File: src/rtl/iccm_port_arbiter.sv
// Sequenced arbiter sharing the single-port instruction RAM between the core and the UART loader.
// Optional build macro ICCM_ARB_RR_EN selects round-robin core/loader arbitration in RUN.
module iccm_port_arbiter #(
    parameter int AW   = 8,
    parameter int DW   = 32,
    parameter int CNTW = 16
) (
    input  logic                 clk_i,
    input  logic                 rst_ni,
    input  logic                 core_req_i,
    input  logic                 core_we_i,
    input  logic [AW-1:0]        core_addr_i,
    input  logic [DW-1:0]        core_wdata_i,
    input  logic [DW/8-1:0]      core_be_i,
    output logic                 core_gnt_o,
    output logic                 core_rvalid_o,
    output logic [DW-1:0]        core_rdata_o,
    input  logic                 prog_active_i,
    input  logic                 prog_we_i,
    input  logic [AW-1:0]        prog_addr_i,
    input  logic [DW-1:0]        prog_wdata_i,
    output logic                 prog_gnt_o,
    output logic [CNTW-1:0]      prog_wr_cnt_o,
    output logic                 load_mode_o,
    output logic                 ram_en_o,
    output logic [DW/8-1:0]      ram_we_o,
    output logic [AW-1:0]        ram_a_o,
    output logic [DW-1:0]        ram_di_o,
    input  logic [DW-1:0]        ram_do_i
);

    localparam int NB = DW / 8;

    typedef enum logic [1:0] {RUN, DRAIN, LOAD} state_t;

    state_t          state;
    logic            active_q;
    logic            rvalid_q;
    logic [CNTW-1:0] cnt;
    logic            rise;
    logic            prog_win;
    logic            core_win;
    logic            core_gnt;
    logic            prog_gnt;
    logic            rd_fire;
`ifdef ICCM_ARB_RR_EN
    logic            last_prog;
`endif

    always_comb begin
        rise = prog_active_i & ~active_q;
`ifdef ICCM_ARB_RR_EN
        // On a collision the side that did not win the previous collision goes first.
        prog_win = prog_we_i & ~(core_req_i & last_prog);
`else
        prog_win = prog_we_i;
`endif
        core_win = core_req_i & ~prog_win;
        core_gnt = 1'b0;
        prog_gnt = 1'b0;
        case (state)
            RUN: begin
                core_gnt = core_win;
                prog_gnt = prog_win;
            end
            DRAIN, LOAD: prog_gnt = prog_we_i;
            default: ;
        endcase
        // Grants are combinational, so hold them low while reset is asserted.
        core_gnt = core_gnt & rst_ni;
        prog_gnt = prog_gnt & rst_ni;
        rd_fire  = core_gnt & ~core_we_i;
    end

    assign core_gnt_o    = core_gnt;
    assign prog_gnt_o    = prog_gnt;
    assign core_rvalid_o = rvalid_q;
    assign core_rdata_o  = ram_do_i;
    assign prog_wr_cnt_o = cnt;
    assign load_mode_o   = (state == LOAD);

    assign ram_en_o = core_gnt | prog_gnt;
    assign ram_we_o = prog_gnt ? {NB{1'b1}} :
                      core_gnt ? (core_be_i & {NB{core_we_i}}) : '0;
    assign ram_a_o  = prog_gnt ? prog_addr_i  : core_addr_i;
    assign ram_di_o = prog_gnt ? prog_wdata_i : core_wdata_i;

    always_ff @(posedge clk_i or negedge rst_ni) begin
        if (!rst_ni) begin
            state     <= RUN;
            active_q  <= 1'b0;
            rvalid_q  <= 1'b0;
            cnt       <= '0;
`ifdef ICCM_ARB_RR_EN
            last_prog <= 1'b1;
`endif
        end else begin
            active_q <= prog_active_i;
            rvalid_q <= rd_fire;
            if (prog_gnt && cnt != {CNTW{1'b1}})
                cnt <= cnt + 1'b1;
            case (state)
                RUN: if (rise) begin
                    // A read granted in the rising cycle still owes its rvalid.
                    state <= rd_fire ? DRAIN : LOAD;
                    cnt   <= '0;
                end
                DRAIN: state <= LOAD;
                LOAD:  if (!prog_active_i) state <= RUN;
                default: state <= RUN;
            endcase
`ifdef ICCM_ARB_RR_EN
            if (state == RUN && core_req_i && prog_we_i)
                last_prog <= prog_win;
`endif
        end
    end

endmodule
File: config.mk
export PLATFORM = sky130hd
export DESIGN_NAME = iccm_port_arbiter
export DESIGN_NICKNAME = d
export VERILOG_FILES = /design/src/rtl/iccm_port_arbiter.sv
export SDC_FILE = /design/constraint.sdc
export NUM_CORES = 1
export LEC_CHECK = 0
export ABC_AREA = 1
export CAP_MARGIN = 20
export CORE_AREA = 2 2 85 87
export DETAILED_ROUTE_END_ITERATION = 7
export DIE_AREA = 0 0 87 89
export PLACE_DENSITY = 0.94
export SETUP_SLACK_MARGIN = 0.3
export SLEW_MARGIN = 20
export SYNTH_ARGS = -nofsm -noshare
export SYNTH_HDL_FRONTEND = slang
export SYNTH_SLANG_ARGS = --single-unit
File: constraint.sdc
create_clock -name clk_i -period 3.28 [get_ports clk_i]
set_input_delay 0.656 -clock clk_i [delete_from_list [all_inputs] [get_ports clk_i]]
set_output_delay 0.656 -clock clk_i [all_outputs]
set_load 0.005 [all_outputs]
== After elaboration in Yosys (flattened, before gate mapping) ==
Cells that the tools add are included.

* Output and inout bits: 97
* Register bits: 20

* Muxes and demuxes: 13
* Bitwise operators: 10
* Reductions and logical operators: 4
* $add $sub $neg: 1
* Eq/ne operators: 5

{| class="wikitable"
|+ Operators by type and width
! kind !! count
|-
| two-way mux 16 bit || 3
|-
| two-way mux 32 bit || 1
|-
| adder 16 x 1 -> 16 bit (second input constant) || 1
|-
| != test 16 bit (second input constant) || 1
|-
| two-way mux 4 bit || 2
|-
| two-way mux 8 bit || 1
|-
| two-way mux 2 bit || 3
|-
| case mux 2 bit (3 select lines) || 1
|-
| bitwise AND 1 bit || 5
|-
| bitwise AND 4 bit || 1
|-
| != test 2 bit (second input constant) || 2
|-
| NOT 1 bit || 3
|-
| OR reduction 3 bit || 1
|-
| equality test 2 x 1 -> 1 bit (second input constant) || 1
|-
| equality test 2 bit (second input constant) || 1
|-
| logical NOT 2 bit || 1
|-
| two-way mux 1 bit || 2
|-
| AND reduction 2 bit || 1
|-
| logical AND 1 bit || 1
|-
| bitwise OR 1 bit || 1
|}

== Logic depth before layout (Yosys ltp) ==
* Depth after elaboration: 8
* Depth in mapped cells: 9
* Depth with buffers taken out: 9

== Worst setup path before layout ==
Ideal clock, no wire load.

* Path type: input to output
* Start point: input rst_ni
* End point: output ram_di_o[10]
* Required time: 2.624 ns
* Slack: 1.317 ns
* Buffers on the path: 1
* Cell stages on the path: 5
* Arrival: 1.307 ns
* Cell sequence: nand2_2 nor2_8 buf_1 nand2_1 nand2_1

* Word-level cells in the longest chain between the ends: 2

{| class="wikitable"
|+ Ends and longest elaborated chain
! item !! RTL line !! source
|-
| start: declaration || 9 || <nowiki>input logic rst_ni,</nowiki>
|-
| bitwise AND 1 bit || 71 || <nowiki>prog_gnt = prog_gnt & rst_ni;</nowiki>
|-
| two-way mux 32 bit || 86 || <nowiki>assign ram_di_o = prog_gnt ? prog_wdata_i : core_wdata_i;</nowiki>
|-
| end: declaration || 28 || <nowiki>output logic [DW-1:0] ram_di_o,</nowiki>
|}

No other way between the ends.

== Final worst setup path ==
* Start point: input rst_ni
* End point: output ram_di_o[6]

Same word-level chain as after synthesis.

==> key figures <==
Drt
  – Via count: 2574
  – Average vias per placed instance: 4.65
  – TritonRoute pass-1 iters: 4
  – Post-Route WL: 7430 microns
  – Antenna Nets Post-Route: 0
  – DRC Markers: 0
  – Initial DRC count: 110
  – Routed len/inst: 13.4 microns

STA
  – Setup ws final: 540 ps
  – Setup repair after global routing missed its margin: false
  – Final setup vio count: 0
  – Clock Skew: 1.99 ps
  – Worst-Margin Slew: 528 ps
  – Hold Fails Final Rpt: 0
  – Final Max Slew Viols: 0
  – Final TNS setup: 0 ps
  – Slew headroom: 0.647
  – Max Fclk: 365 MHz
  – Clock period minus worst slack: 2740 ps
  – Tcrit/Tclk final: 0.835

Synth
  – Post-synth top area cell: nand2_1
  – Number of synthesized register bits: 20
  – Register area share after synthesis: 0.242
  – Synthesized cell area: 2070 sq um
  – Async set-reset flop share out of synthesis: 1.00
  – Synth Flop Type: dfrtp_1
  – Top-area cell type share of the netlist area: 0.303
  – Syn. warnings: 0
  – EDFF count, synth: 0
  – Mapped Avg Cell Area: 5.88 sq um
  – Post-Synthesis Cells: 352
  – Synthesized net count: 475
  – Synth top area cells: nand2_1 30%, dfrtp_1 24%, buf_4 13%
  – Yosys cell types: 24

GRT
  – Initial antenna violation count: 0
  – Largest net degree at the start of global routing: 53
  – Total grt overflow: 0
  – GR Util All Layers: 0.170
  – Vias in the first global route: 2322
  – Global-route wire length before repair: 10600 microns

Final layout
  – Register area: 500 sq um
  – Commonest non-fill, non-tap cell in the layout: nand2_1
  – Nets: 597
  – Antenna cells: 0
  – Post-Layout Inst Area: 3550 sq um
  – Multi-input logic area: 1170 sq um
  – Fill count: 624
  – Share of cells above drive strength 1: 0.0677
  – Most frequent cells in the layout: 167 x nand2_1, 152 x clkdlybuf4s50_1, 42 x nor2_1, 21 x inv_1, 20 x dfrtp_1
  – Area growth syn-to-layout: 71.4%

Floorplanning
  – Starting Density: 0.308
  – Core Area: 6720 sq um
  – Die height: 89 microns
  – I/O Pins: 219
  – Die Area: 7740 sq um
  – Die X: 87 microns
  – Row cnt: 30

Power and ir drop
  – Leak: 1.71 nW
  – PwrDens: 278 nW/um^2
  – Total power: 0.984 mW
  – Maximum vdd drop: 0.241 mV

Worst setup path
  – CP max FO: 18
  – CP Class: input port to output port
  – Worst path required time: 2620 ps
  – Worst path arrival time: 2080 ps
  – CP most frequent cell: nand2_1
  – Crit path buffers/inverters: 3
  – CP max stage cell: clkdlybuf4s50_1
  – Crit path capture type: output port
  – Top delay family on crit path: buffers and inverters
  – CP cell instances: dlygate4sd2_1 -> nand2_2 -> nor2_8 -> clkbuf_16 -> nand2_1 -> nand2_1 -> clkdlybuf4s50_1
  – Max stage delay on crit path: 510 ps
  – Worst Setup Start Kind: input port

Place
  – Hpwl dp: 6030 microns
  – Area post-placement: 3460 sq um
  – PortBufs: 154
  – Pre-CTS setup slack: 237 ps
  – Final GP Congestion: 0.799

Clock tree
  – Clock latency on the worst-skew pair: 260 ps
  – TritonCTS clock tree: done
  – Clock Tree Buf Depth: 2
  – Clock sinks: 20
  – Total setup buffers inserted after CTS: 0
  – Reg clk slew, reported paths: 80 ps
  – Cts hold-fix bufs: 0
  – Num CTS Buffers: 3
  – H-tree depth: 1
  – Clk Tree Root Cell: clkbuf_8

Outcome
  – Status: finished clean

Flow run
  – Max_cap viols: 0

Hold path
  – Hold crit path type: input port to asynchronous set/reset pin
[worst register-to-register path: stages, from the launching register on]
cell and delay [ps]:
dfrtp_1 430, ha_1 210, nand3_2 140, inv_2 130, nand4_4 220, nand2_1 170, nand2_1 60, nand2_1 50
nor2_1 50
[power by group]
part	leakage (nW)	total [mW]	switching, mW	internal (mW)
Clock	0.0288	0.196	0.0893	0.107
Combinational	1.41	0.469	0.181	0.287
Sequential	0.269	0.319	0.0429	0.276
Total	1.71	0.984	0.314	0.671
[synth_stat cells, types with 2 or more instances]
cell type / instances
a21oi_1: 9
o21ai_0: 6
nor2_1: 42
nand2_1: 167
nand4_1: 3
nand2_2: 6
dfrtp_1: 20
inv_2: 3
nor2_4: 2
nand3_2: 5
nor2_2: 4
nand3_1: 9
buf_1: 2
nor3_1: 5
buf_4: 37
nand3b_1: 2
buf_2: 3
inv_1: 21
[sequential cells by signal, summed over array words and instances (netlist names)]
| name | cells |
|---|---|
| active_q | 1 |
| state | 2 |
| prog_wr_cnt_o | 16 |
| core_rvalid_o | 1 |
[layout make-up]
class | count | area share
clock buffer | 4 | 0.0155
inverter | 24 | 0.0254
multi-input combinational | 265 | 0.329
sequential | 20 | 0.141
tap | 80 | 0.0282
timing repair buffer | 160 | 0.461
[layer usage]
| layer | wire length [microns] | global-route usage |
|---|---|---|
| met5 | 0 | 0 |
| met1 | 2740 | 0.201 |
| met3 | 664 | 0.0646 |
| met4 | 161 | 0.0483 |
| met2 | 3870 | 0.289 |
[cell families (layout without fill, tap and decap cells)]
family                     count (synthesis)  count (layout)  synth area share
buffers and inverters                     67             188             0.194
AOI/OAI and AO/OA                         17              17            0.0430
adders and majority gates                  1               1           0.00605
and+or+nand+nor                          247             247             0.515
DFF                                       20              20             0.242
[timing repair]
item	CTS	global route
hold endpoints to repair	0	0
gates cloned	0	1
gates resized for setup	1	3
pin swaps	0	1
endpoints found under the setup margin	42	42
[final timing paths]
check	start	end	slack (ps)	cells past startpoint
worst max-delay path	rst_ni	ram_di_o[6]	540	7
worst min-delay path	rst_ni	core_rvalid_o	550	2
worst max register to register	prog_wr_cnt_o[0]	prog_wr_cnt_o[14]	1730	8
worst min register to register	state[1]	state[1]	570	1
max in group asynchronous	rst_ni	prog_wr_cnt_o[14]	2480	2
min in group clk_i	state[1]	state[1]	570	1
[metrics by stage]
step	cells	hold WS [ps]	util
2_1_floorplan	352	360	-
3_3_place_gp	548	539	0.515
3_5_place_dp	548	554	0.515
4_1_cts	552	547	0.523
5_1_grt	553	575	0.528
6_report	553	549	0.528
Power figures use the tool's default switching activity.
